File: src/rtl/key_debounce.sv
`timescale 1ns/1ps
`default_nettype none
// ============================================================================
//  Module      : key_debounce
//  Description : Debounces and classifies active-low push-buttons. Each key
//                gets a 2-flop synchronizer and its own FSM. The FSM produces
//                single-cycle press, long-press, auto-repeat and release
//                events plus a debounced level. A single shared prescaler
//                generates a 1 ms tick that paces every key timer.
//  Ports       : clk         - system clock, CLK_FRE Hz
//                rst         - synchronous active-high reset
//                key         - raw pins, active-low, asynchronous to clk
//                key_press   - 1-cycle pulse on debounced press
//                key_long    - 1-cycle pulse LONG_MS after key_press
//                key_repeat  - 1-cycle pulse every REP_MS after key_long
//                key_release - 1-cycle pulse on debounced release
//                key_level   - debounced state, 1 = held
//  Revision    : 1.0 - initial release
// ============================================================================
module key_debounce #(
    parameter int CLK_FRE = 50_000_000,
    parameter int KEY_NUM = 3,
    parameter int DEB_MS  = 20,
    parameter int LONG_MS = 1000,
    parameter int REP_MS  = 200
) (
    input  logic               clk,
    input  logic               rst,
    input  logic [KEY_NUM-1:0] key,
    output logic [KEY_NUM-1:0] key_press,
    output logic [KEY_NUM-1:0] key_long,
    output logic [KEY_NUM-1:0] key_repeat,
    output logic [KEY_NUM-1:0] key_release,
    output logic [KEY_NUM-1:0] key_level
);

    // ------------------------------------------------------------------
    // Constants
    // ------------------------------------------------------------------
    localparam int c_PRE_MAX = CLK_FRE / 1000 - 1;
    localparam int c_PRE_W   = (c_PRE_MAX > 0) ? $clog2(c_PRE_MAX + 1) : 1;
    localparam logic [c_PRE_W-1:0] c_PRE_TC = c_PRE_W'(c_PRE_MAX);

    localparam logic [15:0] c_DEB_TC  = 16'(DEB_MS - 1);
    localparam logic [15:0] c_LONG_TC = 16'(LONG_MS - 1);
    localparam logic [15:0] c_REP_TC  = 16'(REP_MS - 1);

    localparam logic [2:0] c_S_IDLE   = 3'd0;
    localparam logic [2:0] c_S_DN_CHK = 3'd1;
    localparam logic [2:0] c_S_HELD   = 3'd2;
    localparam logic [2:0] c_S_REPEAT = 3'd3;
    localparam logic [2:0] c_S_UP_CHK = 3'd4;

    // ------------------------------------------------------------------
    // Synchronizer: inverts the pins so that 1 means pressed.
    // ------------------------------------------------------------------
    logic [KEY_NUM-1:0] r_sync1;
    logic [KEY_NUM-1:0] r_sync2;

    always_ff @(posedge clk) begin
        if (rst) begin
            r_sync1 <= '0;
            r_sync2 <= '0;
        end else begin
            r_sync1 <= ~key;
            r_sync2 <= r_sync1;
        end
    end

    // ------------------------------------------------------------------
    // Shared 1 ms prescaler. With CLK_FRE = 1000 the counter is pinned at
    // its terminal count of 0, so the tick is asserted every cycle.
    // ------------------------------------------------------------------
    logic [c_PRE_W-1:0] r_pre;
    logic               w_tick;

    assign w_tick = (r_pre == c_PRE_TC);

    always_ff @(posedge clk) begin
        if (rst) begin
            r_pre <= '0;
        end else if (w_tick) begin
            r_pre <= '0;
        end else begin
            r_pre <= r_pre + 1'b1;
        end
    end

    // ------------------------------------------------------------------
    // Per-key classifier FSM
    // ------------------------------------------------------------------
    for (genvar gi = 0; gi < KEY_NUM; gi++) begin : g_key
        logic [2:0]  r_state;
        logic [2:0]  w_state_nxt;
        logic [15:0] r_cnt;
        logic [15:0] w_cnt_nxt;
        // Return target for a bounce seen during release debounce:
        // 0 = HELD, 1 = REPEAT.
        logic        r_ret;
        logic        w_ret_nxt;
        logic        r_press;
        logic        r_long;
        logic        r_rep;
        logic        r_rel;
        logic        r_level;
        logic        w_press_nxt;
        logic        w_long_nxt;
        logic        w_rep_nxt;
        logic        w_rel_nxt;
        logic        w_level_nxt;
        logic        w_ks;

        assign w_ks = r_sync2[gi];

        always_ff @(posedge clk) begin
            if (rst) begin
                r_state <= c_S_IDLE;
                r_cnt   <= '0;
                r_ret   <= 1'b0;
                r_press <= 1'b0;
                r_long  <= 1'b0;
                r_rep   <= 1'b0;
                r_rel   <= 1'b0;
                r_level <= 1'b0;
            end else begin
                r_state <= w_state_nxt;
                r_cnt   <= w_cnt_nxt;
                r_ret   <= w_ret_nxt;
                r_press <= w_press_nxt;
                r_long  <= w_long_nxt;
                r_rep   <= w_rep_nxt;
                r_rel   <= w_rel_nxt;
                r_level <= w_level_nxt;
            end
        end

        // A change on the synchronized key is always tested before the
        // tick, so a key edge arriving on a final tick suppresses the event.
        always_comb begin
            w_state_nxt = r_state;
            w_cnt_nxt   = r_cnt;
            w_ret_nxt   = r_ret;
            w_press_nxt = 1'b0;
            w_long_nxt  = 1'b0;
            w_rep_nxt   = 1'b0;
            w_rel_nxt   = 1'b0;
            w_level_nxt = r_level;

            case (r_state)
                c_S_IDLE: begin
                    if (w_ks) begin
                        w_state_nxt = c_S_DN_CHK;
                        w_cnt_nxt   = '0;
                    end
                end
                c_S_DN_CHK: begin
                    if (!w_ks) begin
                        w_state_nxt = c_S_IDLE;
                        w_cnt_nxt   = '0;
                    end else if (w_tick) begin
                        if (r_cnt == c_DEB_TC) begin
                            w_state_nxt = c_S_HELD;
                            w_press_nxt = 1'b1;
                            w_level_nxt = 1'b1;
                            w_cnt_nxt   = '0;
                        end else begin
                            w_cnt_nxt = r_cnt + 16'd1;
                        end
                    end
                end
                c_S_HELD: begin
                    if (!w_ks) begin
                        w_state_nxt = c_S_UP_CHK;
                        w_ret_nxt   = 1'b0;
                        w_cnt_nxt   = '0;
                    end else if (w_tick) begin
                        if (r_cnt == c_LONG_TC) begin
                            w_state_nxt = c_S_REPEAT;
                            w_long_nxt  = 1'b1;
                            w_cnt_nxt   = '0;
                        end else begin
                            w_cnt_nxt = r_cnt + 16'd1;
                        end
                    end
                end
                c_S_REPEAT: begin
                    if (!w_ks) begin
                        w_state_nxt = c_S_UP_CHK;
                        w_ret_nxt   = 1'b1;
                        w_cnt_nxt   = '0;
                    end else if (w_tick) begin
                        if (r_cnt == c_REP_TC) begin
                            w_rep_nxt = 1'b1;
                            w_cnt_nxt = '0;
                        end else begin
                            w_cnt_nxt = r_cnt + 16'd1;
                        end
                    end
                end
                c_S_UP_CHK: begin
                    // key_level stays high here; only a completed release
                    // debounce clears it.
                    if (w_ks) begin
                        w_state_nxt = r_ret ? c_S_REPEAT : c_S_HELD;
                        w_cnt_nxt   = '0;
                    end else if (w_tick) begin
                        if (r_cnt == c_DEB_TC) begin
                            w_state_nxt = c_S_IDLE;
                            w_rel_nxt   = 1'b1;
                            w_level_nxt = 1'b0;
                            w_cnt_nxt   = '0;
                        end else begin
                            w_cnt_nxt = r_cnt + 16'd1;
                        end
                    end
                end
                default: begin
                    w_state_nxt = c_S_IDLE;
                    w_cnt_nxt   = '0;
                    w_level_nxt = 1'b0;
                end
            endcase
        end

        assign key_press[gi]   = r_press;
        assign key_long[gi]    = r_long;
        assign key_repeat[gi]  = r_rep;
        assign key_release[gi] = r_rel;
        assign key_level[gi]   = r_level;
    end

endmodule
`default_nettype wire
File: config.mk
export PLATFORM = sky130hd
export DESIGN_NAME = key_debounce
export DESIGN_NICKNAME = d
export VERILOG_FILES = /design/src/rtl/key_debounce.sv
export SDC_FILE = /design/constraint.sdc
export NUM_CORES = 1
export LEC_CHECK = 0
export BUFFER_PORTS_ARGS = -buffer_cell sky130_fd_sc_hd__buf_2
export CORE_MARGIN = 2
export CORE_UTILIZATION = 45
export DETAILED_ROUTE_END_ITERATION = 16
export SYNTH_ARGS = -nofsm -noshare
export SYNTH_HDL_FRONTEND = slang
export SYNTH_SLANG_ARGS = --single-unit
File: constraint.sdc
create_clock -name clk -period 3.9 [get_ports clk]
set_input_delay 0.195 -clock clk [delete_from_list [all_inputs] [get_ports clk]]
set_output_delay 0.195 -clock clk [all_outputs]
set_load 0.01 [all_outputs]
======== Word-level counts from Yosys, hierarchy flattened ========
Index checks and enable logic that the tools add are counted.
word-level totals
  flip-flop bits (word level) ............. 97
  input port bits ......................... 5
  output and inout port bits .............. 15
  word-level logic and storage cells ...... 272
operators by class
  add/sub/neg operators ................... 4
  equality and inequality tests ........... 70
  mux-type cells .......................... 117
  bitwise gates (word level) .............. 20
  reductions and logical operators ........ 34
operators with widths
  operator                                                                  number
  16-bit two-way mux                                                        33
  16-bit case mux with 5 select lines                                       3
  3-bit two-way mux                                                         33
  16-bit by 1-bit adder with 16-bit output (second input constant)          4
  3-bit != test (second input constant)                                     21
  2-bit != test (second input constant)                                     27
  16-bit by 10-bit equality test with 1-bit output (second input constant)  3
  16-bit by 5-bit equality test with 1-bit output (second input constant)   3
  16-bit by 8-bit equality test with 1-bit output (second input constant)   3
  3-bit case mux with 5 select lines                                        3
  1-bit two-way mux                                                         39
  3-bit OR reduction                                                        9
  8-bit AND reduction                                                       3
  4-bit OR reduction                                                        6
  7-bit AND reduction                                                       3
  1-bit NOT                                                                 19
  3-bit by 2-bit equality test with 1-bit output (second input constant)    6
  3-bit AND reduction                                                       6
  16-bit equality test (second input constant)                              1
  3-bit by 1-bit equality test with 1-bit output (second input constant)    3
  3-bit equality test (second input constant)                               3
  3-bit logical NOT                                                         3
  1-bit case mux with 3 select lines                                        3
  1-bit case mux with 2 select lines                                        3
  other kinds (3)                                                           5

======== Logic depth before layout (Yosys ltp) ========
Gate-level depths: netlist (run 1).
  word-level depth ........................ 5
  gate-level depth with buffers ........... 10

======== Worst setup path after synthesis (run 1) ========
Ideal clock, no wire load.
  kind .................................... register to register
  from .................................... reg r_pre[5]
  to ...................................... reg g_key[2].r_state[0]
  arrival time ............................ 2638 ps
  slack ................................... 1191 ps
  stages on the path, launching flop included .. 8
  path buffers ............................ 1
  clock period less this slack ............ 2709 ps
  cells stage by stage .................... dfxtp_1 > or4_1 > or4_1 > buf_2 > or3_4 > a211o_1 > or3_1 > a21oi_1
on the way
  longest elaborated chain between the ends .. 3
  elaborated cells between the ends (all ways) .. 5
  those cells by class .................... 4 x eq/ne; 1 x reduce/logical
ends and longest elaborated chain
  what                                    RTL line  RTL
  start, declared                         74        logic [c_PRE_W-1:0] r_pre;
  start signal, assigned                  85        r_pre <= r_pre + 1'b1;
  16-bit equality test *                  77        assign w_tick = (r_pre == c_PRE_TC);
  3-bit != test (no source line)          n/a
  8-bit AND reduction (no source line) *  n/a
  end signal, assigned                    117       r_state <= c_S_IDLE;
  end signal, assigned                    126       r_state <= w_state_nxt;
  end, declared                           93        logic [2:0] r_state;
Mark *: on every way between the ends. The rest lies on a longest branch, timed or not.
A chain may end at the register's enable or synchronous reset.

======== Worst setup path after layout (run 1) ========
  from .................................... reg r_pre[5]
  to ...................................... reg g_key[1].r_cnt[12]
on the way
  longest elaborated chain between the ends .. 4
  elaborated cells between the ends (all ways) .. 8
  those cells by class .................... 3 x eq/ne; 4 x mux; 1 x reduce/logical
ends and longest elaborated chain
  what                                          RTL line  RTL
  16-bit equality test *                        77
  16-bit two-way mux                            n/a
  16-bit two-way mux, on equally long branches  n/a
  16-bit case mux with 5 select lines           n/a
  end signal, assigned                          127       r_cnt <= w_cnt_nxt;
  end, declared                                 95        logic [15:0] r_cnt;
Marked as above.

==> results.json, run 1 <==
{
  "status": "complete, no violations",
  "r2r_end": "g_key[1].r_cnt[12]",
  "antenna_found_initial": 0,
  "cp.required_ns": 4.13,
  "drive_gt1_share_pct": 6.969,
  "clock_latency_ns": 0.38,
  "core_region_area_um2": 10790,
  "vias_per_cell": 6.028,
  "syn_area_um2": 4948,
  "grt_usage_pct": 20.86,
  "cts_sinks": 97,
  "switching_share_pct": 24.88,
  "utilization_pct": 48.70,
  "worstRegToRegCells": 7,
  "crit_chain": "or4_1 > or4_1 > buf_4 > o2bb2ai_1 > nand2_1 > a22oi_1 > nor3_1",
  "synth_nets": 630,
  "min_period_ns": 2.930,
  "htree_levels": 3,
  "cp_data_arrival_time_ns": 3.16,
  "syn_inst": 621,
  "wl_met2_um": 5118,
  "rsz0062_at_grt": "false",
  "end_kind": "register",
  "maxCapViolations": 0,
  "wl_per_cell_um": 15.35,
  "power_leakage_nw": 1.767,
  "grt_max_degree": 48,
  "ys_types": 57,
  "postLayoutCellArea_um2": 5256,
  "cts_resized": 0,
  "first_iter_violations": 268,
  "hold_class": "register to register",
  "ys.flop_type": "dfxtp_1",
  "die_h_um": 108.9,
  "gp_congestion": 0.8786,
  "routed_wl_um": 11620,
  "synth_edf_count": 0,
  "wl_met1_um": 5652,
  "critPathMostFrequentCell": "or4_1",
  "start_kind": "register",
  "fmax_mhz": 341.2,
  "worst_pin_slew_ns": 0.9430,
  "cp_max_fo": 19,
  "place_area_um2": 5019,
  "hold_depth": 1,
  "num-fill-cells": 1061,
  "tritoncts": "yes",
  "ys_top_cells_by_area": "dfxtp_1, nor2_1, a21oi_1",
  "path_clk_slew_ns": 0.09,
  "min_to": "r_sync2[2]",
  "synth_top_area_share_pct": 39.24,
  "highest_layer": "met4",
  "period_share_pct": 75.14,
  "r2r-start": "r_pre[5]",
  "grt_pass1_vias": 4104,
  "postSynthAreaPerCell_um2": 7.969,
  "ir_drop_mv": 0.1729,
  "area_growth_pct": 6.220,
  "vias": 4563,
  "die-width_um": 108.9,
  "synth_seq_cells": 97,
  "slew_headroom_pct": 37.13,
  "seqPwrFrac_pct": 54.7,
  "synth_largest_area_cell": "dfxtp_1",
  "setup_tns_ns": 0,
  "regArea_um2": 1942,
  "ys_seq_area_share_pct": 39.24,
  "drtPass1Iterations": 5,
  "place_hpwl_um": 8107,
  "rows": 38,
  "grt_pass1_wl_um": 19660,
  "worstHoldStart": "r_sync1[2]",
  "skew_ns": 0.01053,
  "hold_viol": 0,
  "p_sw_mw": 0.4639,
  "nNetsFinal": 621,
  "initial_core_util_pct": 45.85,
  "io_pins": 20,
  "grt.overflow.total": 0,
  "n_antenna_cell": 0,
  "multiInputGateArea_um2": 2739,
  "finalMaxSlewViolations": 0,
  "pwr-share-clk_pct": 37.1,
  "cts_buffer_depth": 2,
  "met3_length_um": 671,
  "postRouteAntennaNets": 0,
  "post-route-drc-count": 0,
  "cts_setup_buffers": 0,
  "path_class": "register to register",
  "p_int_mw": 1.401,
  "synthArstFlopShare_pct": 0,
  "power_density_nw_per_um2": 354.7,
  "r2r_slack_ns": 0.97,
  "crit_slowest_cell": "o2bb2ai_1",
  "comb_power_share_pct": 8.1,
  "die_area_um2": 11850,
  "setup_violations": 0,
  "yosys_warnings": 0,
  "cts_root_buf": "clkbuf_8",
  "cts_made_buffers": 9,
  "slowest_delay_ns": 0.64,
  "io_buffers": 19
}
-- power by group through the flow --
stage | clock network (mW) | registers, mW | logic (mW)
floorplan | 0 | 1.03 | 0.124
CTS | 0.715 | 1.02 | 0.150
global route | 0.766 | 1.02 | 0.171
detailed placement | 0 | 1.04 | 0.147
finish | 0.693 | 1.02 | 0.152
global placement | 0 | 1.04 | 0.147
-- layout make-up --
class                           instances  area share, %
Inverter                               10         0.7141
Timing Repair Buffer                   26          2.952
Clock inverter                          2         0.6665
Multi-Input combinational cell        468          52.11
Sequential cell                        97          36.94
Clock buffer                           14          3.285
Tap cell                              140          3.333
-- worst max path at each step --
stage                         from                  end  slack, ns  cells past startpoint
after detailed placement  r_pre[5]   g_key[1].r_cnt[12]       0.96                      7
final                     r_pre[5]   g_key[1].r_cnt[12]       0.97                      7
after CTS                 r_pre[5]   g_key[1].r_cnt[12]       0.95                      7
after global placement    r_pre[5]   g_key[1].r_cnt[12]       1.03                      7
after global routing      r_pre[4]   g_key[1].r_cnt[12]       0.80                      7
after floorplan           r_pre[5]  g_key[2].r_state[0]       1.19                      7
-- routing by layer --
layer | vias up | GRT usage [%]
met1 | 2118 | 29.34
met3 | 17 | 4.543
met2 | 152 | 30.75
met4 | 0 | 8.700
met5 | - | 0
li1 | 2276 | -
-- state kept, by name (all words and copies together), names as in the netlist --
register       count
g_key.r_cnt       48
g_key.r_rep        3
g_key.r_ret        3
g_key.r_press      3
g_key.r_long       3
g_key.r_state      9
g_key.r_level      3
r_sync1            3
r_pre             16
r_sync2            3
g_key.r_rel        3
-- cells by family (layout without fill, tap and decap cells) --
kind of cell	after synthesis	in the layout	synth area share [%]
compound gates	154	154	19.49
xor+xnor	15	15	2.655
fa+ha+maj	4	4	1.011
buf+inv	56	52	5.411
flops	97	97	39.24
mux	4	4	0.8091
simple gates	291	291	31.38
-- metrics by stage --
| step | hold slack, ns | total power [mW] | std cells | worst slack [ns] |
|---|---|---|---|---|
| 2_1_floorplan | 0.2617 | 1.153 | 621 | 1.191 |
| 3_5_place_dp | 0.3533 | 1.190 | 738 | 0.9646 |
| 3_3_place_gp | 0.3512 | 1.189 | 738 | 1.027 |
| 4_1_cts | 0.4333 | 1.885 | 757 | 0.9517 |
| 5_1_grt | 0.4543 | 1.961 | 757 | 0.7991 |
| 6_report | 0.4473 | 1.865 | 757 | 0.9696 |
-- layout by cell type (no fill, tap or decap), types with 14 or more instances in the layout --
master	instances
o21ai_0	30
a31oi_1	18
nand2_1	51
nor2_1	74
nor3_1	31
dfxtp_1	97
buf_2	19
and3_1	17
nand4_1	14
nand3_1	23
a21oi_1	47
-- cell usage after synthesis (10+ instances only) --
master,number
nand2_1,51
nor3_1,31
a21oi_1,47
nand4_1,14
a31oi_1,18
and3_1,17
o21ai_0,30
clkbuf_1,28
buf_4,15
inv_1,10
nor4_1,11
a211oi_1,10
nor2_1,74
nand3_1,23
dfxtp_1,97
a311oi_1,11
or3_1,12
-- critical path, delay by kind of cell, from the launching register on --
family,cells,cell delay (ns)
simple gates,4,1.32
compound gates,2,0.83
flops,1,0.35
buf+inv,1,0.27
-- repair_timing --
item / 4_1_cts / 5_1_grt
endpoints found under the setup margin: 0 / 0
endpoints found under the hold margin: 3 / 0
hold buffers: 3 / 0
No activity file was read; power rests on OpenSTA's default activity.
==> run 2: changes to the inputs <==
--- a/config.mk
+++ b/config.mk
@@ -5,6 +5,7 @@
 export SDC_FILE = /design/constraint.sdc
 export NUM_CORES = 1
 export LEC_CHECK = 0
+export ABC_AREA = 1
 export BUFFER_PORTS_ARGS = -buffer_cell sky130_fd_sc_hd__buf_2
 export CORE_MARGIN = 2
 export CORE_UTILIZATION = 45
==> constraint.sdc (replaced) <==
create_clock -name clk -period 2.86 [get_ports clk]
set_input_delay 0.143 -clock clk [delete_from_list [all_inputs] [get_ports clk]]
set_output_delay 0.143 -clock clk [all_outputs]
set_load 0.01 [all_outputs]
==> run 2 against run 1 <==
Against the previous run:
- sequential share of layout area is 6.9 points lower
- via count rose by 28%
- clock-buffer cell count decreased by 4
- critical endpoint is now g_key[0].r_cnt[13]
- largest cell class unchanged
==> results.json, run 2 <==
{
  "gp_congestion": 0.8552,
  "min_to": "r_sync1[1]",
  "postRouteAntennaNets": 0,
  "cts_setup_buffers": 0,
  "synth-xor-area-share_pct": 0.5815,
  "synthArstFlopShare_pct": 0,
  "mostFrequentLayoutCells": "nand2_1, nor2_1, inv_1",
  "dp_cells": 1143,
  "path_class": "register to register",
  "syn_area_um2": 6025,
  "drive_gt1_share_pct": 10.46,
  "synth_top_family_by_area": "simple AND/OR/NAND/NOR gates",
  "postSynthAreaPerCell_um2": 6.173,
  "cts_root_buf": "clkbuf_16",
  "final_common_cell": "nand2_1",
  "synth_seq_cells": 97,
  "hold_class": "input port to register",
  "vias": 5840,
  "drtPass1Iterations": 5,
  "synth_nets": 985,
  "ys_types": 39,
  "largest_reg_flops": 48,
  "tritoncts": "yes",
  "ys_top_cells_by_area": "dfxtp_1, nand2_1, nor2_1",
  "area_growth_pct": 7.269,
  "setup_violations": 0,
  "synthMuxAreaShare_pct": 0,
  "end_kind": "register",
  "die_area_um2": 14330,
  "grt_usage_pct": 21.37,
  "worstHoldStart": "rst",
  "yosys_warnings": 0,
  "min_period_ns": 2.217,
  "syn_inst": 976,
  "synth_largest_area_cell": "dfxtp_1",
  "postLayoutCellArea_um2": 6462,
  "hold_depth": 3,
  "cp_max_fo": 18,
  "rsz0062_at_grt": "false",
  "power_density_nw_per_um2": 655.3,
  "grt_max_degree": 30,
  "wl_per_cell_um": 12.65,
  "largestRegisters": "g_key.r_cnt x48, r_pre x16, g_key.r_state x9",
  "maxCapViolations": 0,
  "fin_cells": 1161,
  "utilization_pct": 49.19,
  "post-route-drc-count": 0,
  "r2r_end": "g_key[0].r_cnt[13]",
  "path_clk_slew_ns": 0.07,
  "ys.flop_type": "dfxtp_1",
  "grt_pass1_wl_um": 25080,
  "grt.overflow.total": 0,
  "cp_data_arrival_time_ns": 2.47,
  "slew_headroom_pct": 58.68,
  "r2r-start": "r_pre[0]",
  "initial_core_util_pct": 45.86,
  "cts_made_buffers": 9,
  "synth_top_area_share_pct": 32.23,
  "synth.most_common_cell": "nand2_1",
  "fmax_mhz": 451.0,
  "io_pins": 20,
  "setup_tns_ns": 0,
  "first_iter_violations": 425,
  "synth-simple-area-share_pct": 45.69,
  "cts_buffer_depth": 2,
  "htree_levels": 3,
  "skew_ns": 0.009544,
  "die-width_um": 119.7,
  "regArea_um2": 1942,
  "status": "complete, no violations",
  "cts_sinks": 97,
  "rows": 42,
  "regMostFlops": "g_key.r_cnt",
  "start_kind": "register",
  "synth-compound-area-share_pct": 9.138,
  "core_region_area_um2": 13140,
  "io_buffers": 19,
  "synth_fa_ha_area_share_pct": 0.8307,
  "hold_viol": 0,
  "num-fill-cells": 1439,
  "r2r_slack_ns": 0.64,
  "power_leakage_nw": 2.685,
  "die_h_um": 119.7,
  "worst_slack_ns": 0.6426,
  "routed_wl_um": 14690,
  "worstRegToRegCells": 10,
  "cp.required_ns": 3.11,
  "pre_cts_ws_ns": 0.6519,
  "n_antenna_cell": 0,
  "place_area_um2": 6153,
  "place_hpwl_um": 10640,
  "grt_pass1_vias": 5364,
  "synth_edf_count": 0,
  "period_share_pct": 77.53,
  "multiInputGateArea_um2": 3388,
  "antenna_found_initial": 0,
  "clock_latency_ns": 0.35,
  "timing.hold.ws_ns": 0.2663,
  "ir_drop_mv": 0.3153,
  "finalMaxSlewViolations": 0,
  "synth_common_cells": "nand2_1, nor2_1, inv_1",
  "power_mw": 4.235,
  "vias_per_cell": 5.030,
  "ys_seq_area_share_pct": 32.23,
  "nNetsFinal": 990,
  "worst_pin_slew_ns": 0.6180
}
run 2: how the worst max path moves through the flow:
stage / startpoint / endpoint / slack, ns / cells after the start
after CTS: r_pre[0] / g_key[0].r_cnt[3] / 0.64 / 8
after global placement: r_pre[0] / g_key[0].r_cnt[15] / 0.71 / 10
after detailed placement: r_pre[0] / g_key[0].r_cnt[15] / 0.65 / 10
after global routing: r_pre[0] / g_key[0].r_cnt[15] / 0.41 / 10
final: r_pre[0] / g_key[0].r_cnt[13] / 0.64 / 10
after floorplan: r_pre[0] / g_key[2].r_cnt[13] / 1.19 / 11
run 2: critical path, stage by stage (launching register included):
cell     delay [ns]
dfxtp_1        0.36
ha_1           0.21
nand3_2        0.13
nor2_4         0.17
nand3_4        0.27
nand2_2        0.34
nand4_2        0.34
nand2_1        0.15
nand2_1        0.05
nand2_1        0.06
nor2_1         0.04
run 2: routing by layer:
metal  GRT usage (%)  routed length, um
met5               0                  0
met1           30.19               7543
met4           7.426                252
met2           33.71               6367
met3           2.567                526
run 2: cell families after synthesis:
logic type / after synthesis
AND/OR/NAND/NOR: 613
AO/OA/AOI/OAI: 98
buffers and inverters: 160
flip-flops: 97
XOR/XNOR: 4
adder cells (fa/ha/maj): 4
run 2: area by class of cell:
cell class / count / area share [%]
Clock buffer: 10 / 3.698
Clock inverter: 5 / 0.6196
Inverter: 129 / 7.512
Multi-Input combinational cell: 719 / 52.43
Sequential cell: 97 / 30.05
Tap cell: 176 / 3.408
Timing Repair Buffer: 25 / 2.285
run 2: power breakdown:
group / total (mW) / internal (mW) / switching (mW)
registers: 1.50 / 1.43 / 0.0721
clock network: 1.16 / 0.613 / 0.549
logic: 1.57 / 0.472 / 1.10
total: 4.23 / 2.51 / 1.72
run 2: timing repair:
action,in CTS,in global routing
hold buffers,3,0
gates resized for setup,0,0
hold endpoints to repair,3,0
==> run 3: changes to the inputs <==
==> constraint.sdc (replaced) <==
create_clock -name clk -period 2.2 [get_ports clk]
set_input_delay 0.11 -clock clk [delete_from_list [all_inputs] [get_ports clk]]
set_output_delay 0.11 -clock clk [all_outputs]
set_load 0.01 [all_outputs]
==> run 3 against run 2 <==
Against the previous run:
- fmax up 11%
- first-iteration DRC count grew 15%
- cell count is 1.7% higher
- routed wire length is 1.5% higher
- sequential share of layout area shrank 0.82 points
- clock power is 39% higher
- flip-flop and latch count unchanged
- power increased by 36%
- critical endpoint is now g_key[1].r_state[0]
- largest power group unchanged
==> results.json, run 3 (same netlist as run 2, synthesis figures left out) <==
{
  "status": "complete, no violations",
  "cts_buffer_depth": 2,
  "cts_root_buf": "clkbuf_16",
  "clock_latency_ns": 0.36,
  "ir_drop_mv": 0.4878,
  "fin_cells": 1181,
  "dp_cells": 1159,
  "routed_wl_um": 14910,
  "num-fill-cells": 1365,
  "place_hpwl_um": 10960,
  "min_period_ns": 2.005,
  "grt_pass1_wl_um": 25410,
  "rsz0062_at_grt": "false",
  "cp_max_fo": 5,
  "drive_gt1_share_pct": 12.34,
  "grt_max_degree": 27,
  "regMostFlops": "g_key.r_cnt",
  "largestRegisters": "g_key.r_cnt x48, r_pre x16, g_key.r_state x9",
  "setup_violations": 0,
  "n_antenna_cell": 0,
  "crit_slowest_cell": "dfxtp_1",
  "grt_usage_pct": 21.76,
  "path_clk_slew_ns": 0.07,
  "setup_tns_ns": 0,
  "grt.overflow.total": 0,
  "post-route-drc-count": 0,
  "period_share_pct": 91.15,
  "io_pins": 20,
  "path_buf_inv": 0,
  "vias_per_cell": 5.019,
  "power_leakage_nw": 2.789,
  "power_density_nw_per_um2": 864.3,
  "multiInputGateArea_um2": 3402,
  "skew_ns": 0.008709,
  "crit_chain": "ha_1 > nor3b_1 > nand3_1 > nor2_2 > o21ai_0 > nor2_2 > nand2_1 > nand2_1 > nor2_1",
  "die_h_um": 119.7,
  "drtPass1Iterations": 5,
  "rows": 42,
  "tritoncts": "yes",
  "start_kind": "register",
  "nNetsFinal": 1010,
  "postRouteAntennaNets": 0,
  "wl_per_cell_um": 12.62,
  "final_common_cell": "nand2_1",
  "hold_class": "input port to register",
  "hold_viol": 0,
  "fmax_mhz": 498.7,
  "antenna_found_initial": 0,
  "cts_sinks": 97,
  "finalMaxSlewViolations": 0,
  "gp_congestion": 0.9022,
  "die-width_um": 119.7,
  "end_kind": "register",
  "slowest_delay_ns": 0.38,
  "largest_reg_flops": 48,
  "grt_pass1_vias": 5357,
  "cts_made_buffers": 9,
  "path_class": "register to register",
  "htree_levels": 3,
  "worst_pin_slew_ns": 0.4213,
  "core_region_area_um2": 13140,
  "cp.required_ns": 2.45,
  "area_growth_pct": 10.28,
  "slew_headroom_pct": 71.81,
  "cp_top_family": "simple AND/OR/NAND/NOR gates",
  "power_mw": 5.743,
  "die_area_um2": 14330,
  "maxCapViolations": 0,
  "cp_data_arrival_time_ns": 2.26,
  "initial_core_util_pct": 45.86,
  "mostFrequentLayoutCells": "nand2_1, nor2_1, inv_1",
  "io_buffers": 19,
  "regArea_um2": 1942,
  "vias": 5928,
  "first_iter_violations": 487,
  "utilization_pct": 50.57
}
run 3: per-stage QoR:
stage / cell area (um^2) / worst slack, ns / hold WS [ns]
finish: 6644 / 0.1947 / 0.1716
global placement: 6274 / 0.1859 / 0.2683
CTS: 6600 / 0.1347 / 0.1562
detailed placement: 6274 / 0.1571 / 0.2684
floorplan: 6025 / 0.5314 / 0.1767
global route: 6644 / 0.002908 / 0.1802
run 3: routing by layer:
layer	GRT usage, %	vias up	wire (um)
met4	8.382	0	295
met2	32.68	148	6477
met5	0	-	0
met1	31.70	2609	7487
met3	2.757	23	648
li1	-	3148	-
run 3: where the power goes:
part           switching (mW)  internal, mW
Clock                   0.703         0.909
Combinational            1.48         0.710
Sequential             0.0916          1.85
run 3: layout make-up:
cell class | count | share of cell area (%)
clock buffers | 11 | 3.653
clock inverters | 4 | 0.8098
inverters | 129 | 7.307
multi-input cells | 719 | 51.21
flip-flops and latches | 97 | 29.23
well taps | 176 | 3.314
repair buffers | 45 | 4.482
run 3: path summary, 6_finish.rpt:
check,from,to,slack (ns),depth (start not counted)
worst max-delay path,g_key[1].r_cnt[0],g_key[1].r_state[0],0.19,9
worst min-delay path,rst,r_sync1[2],0.17,2
worst max register to register,g_key[1].r_cnt[0],g_key[1].r_state[0],0.19,9
worst min register to register,r_sync1[0],r_sync2[0],0.40,2
run 3: what timing repair did:
item                       CTS  global route
hold endpoints to repair     3             0
resized for setup            0             4
hold buffers                 3             0
setup endpoints to repair    0            22
buffers inserted             0             4
run 3: worst reg2reg max path, cell delays in order, from the launching register on:
cell,delay [ns]
dfxtp_1,0.38
ha_1,0.22
nor3b_1,0.31
nand3_1,0.29
nor2_2,0.22
o21ai_0,0.12
nor2_2,0.17
nand2_1,0.08
nand2_1,0.06
nor2_1,0.04
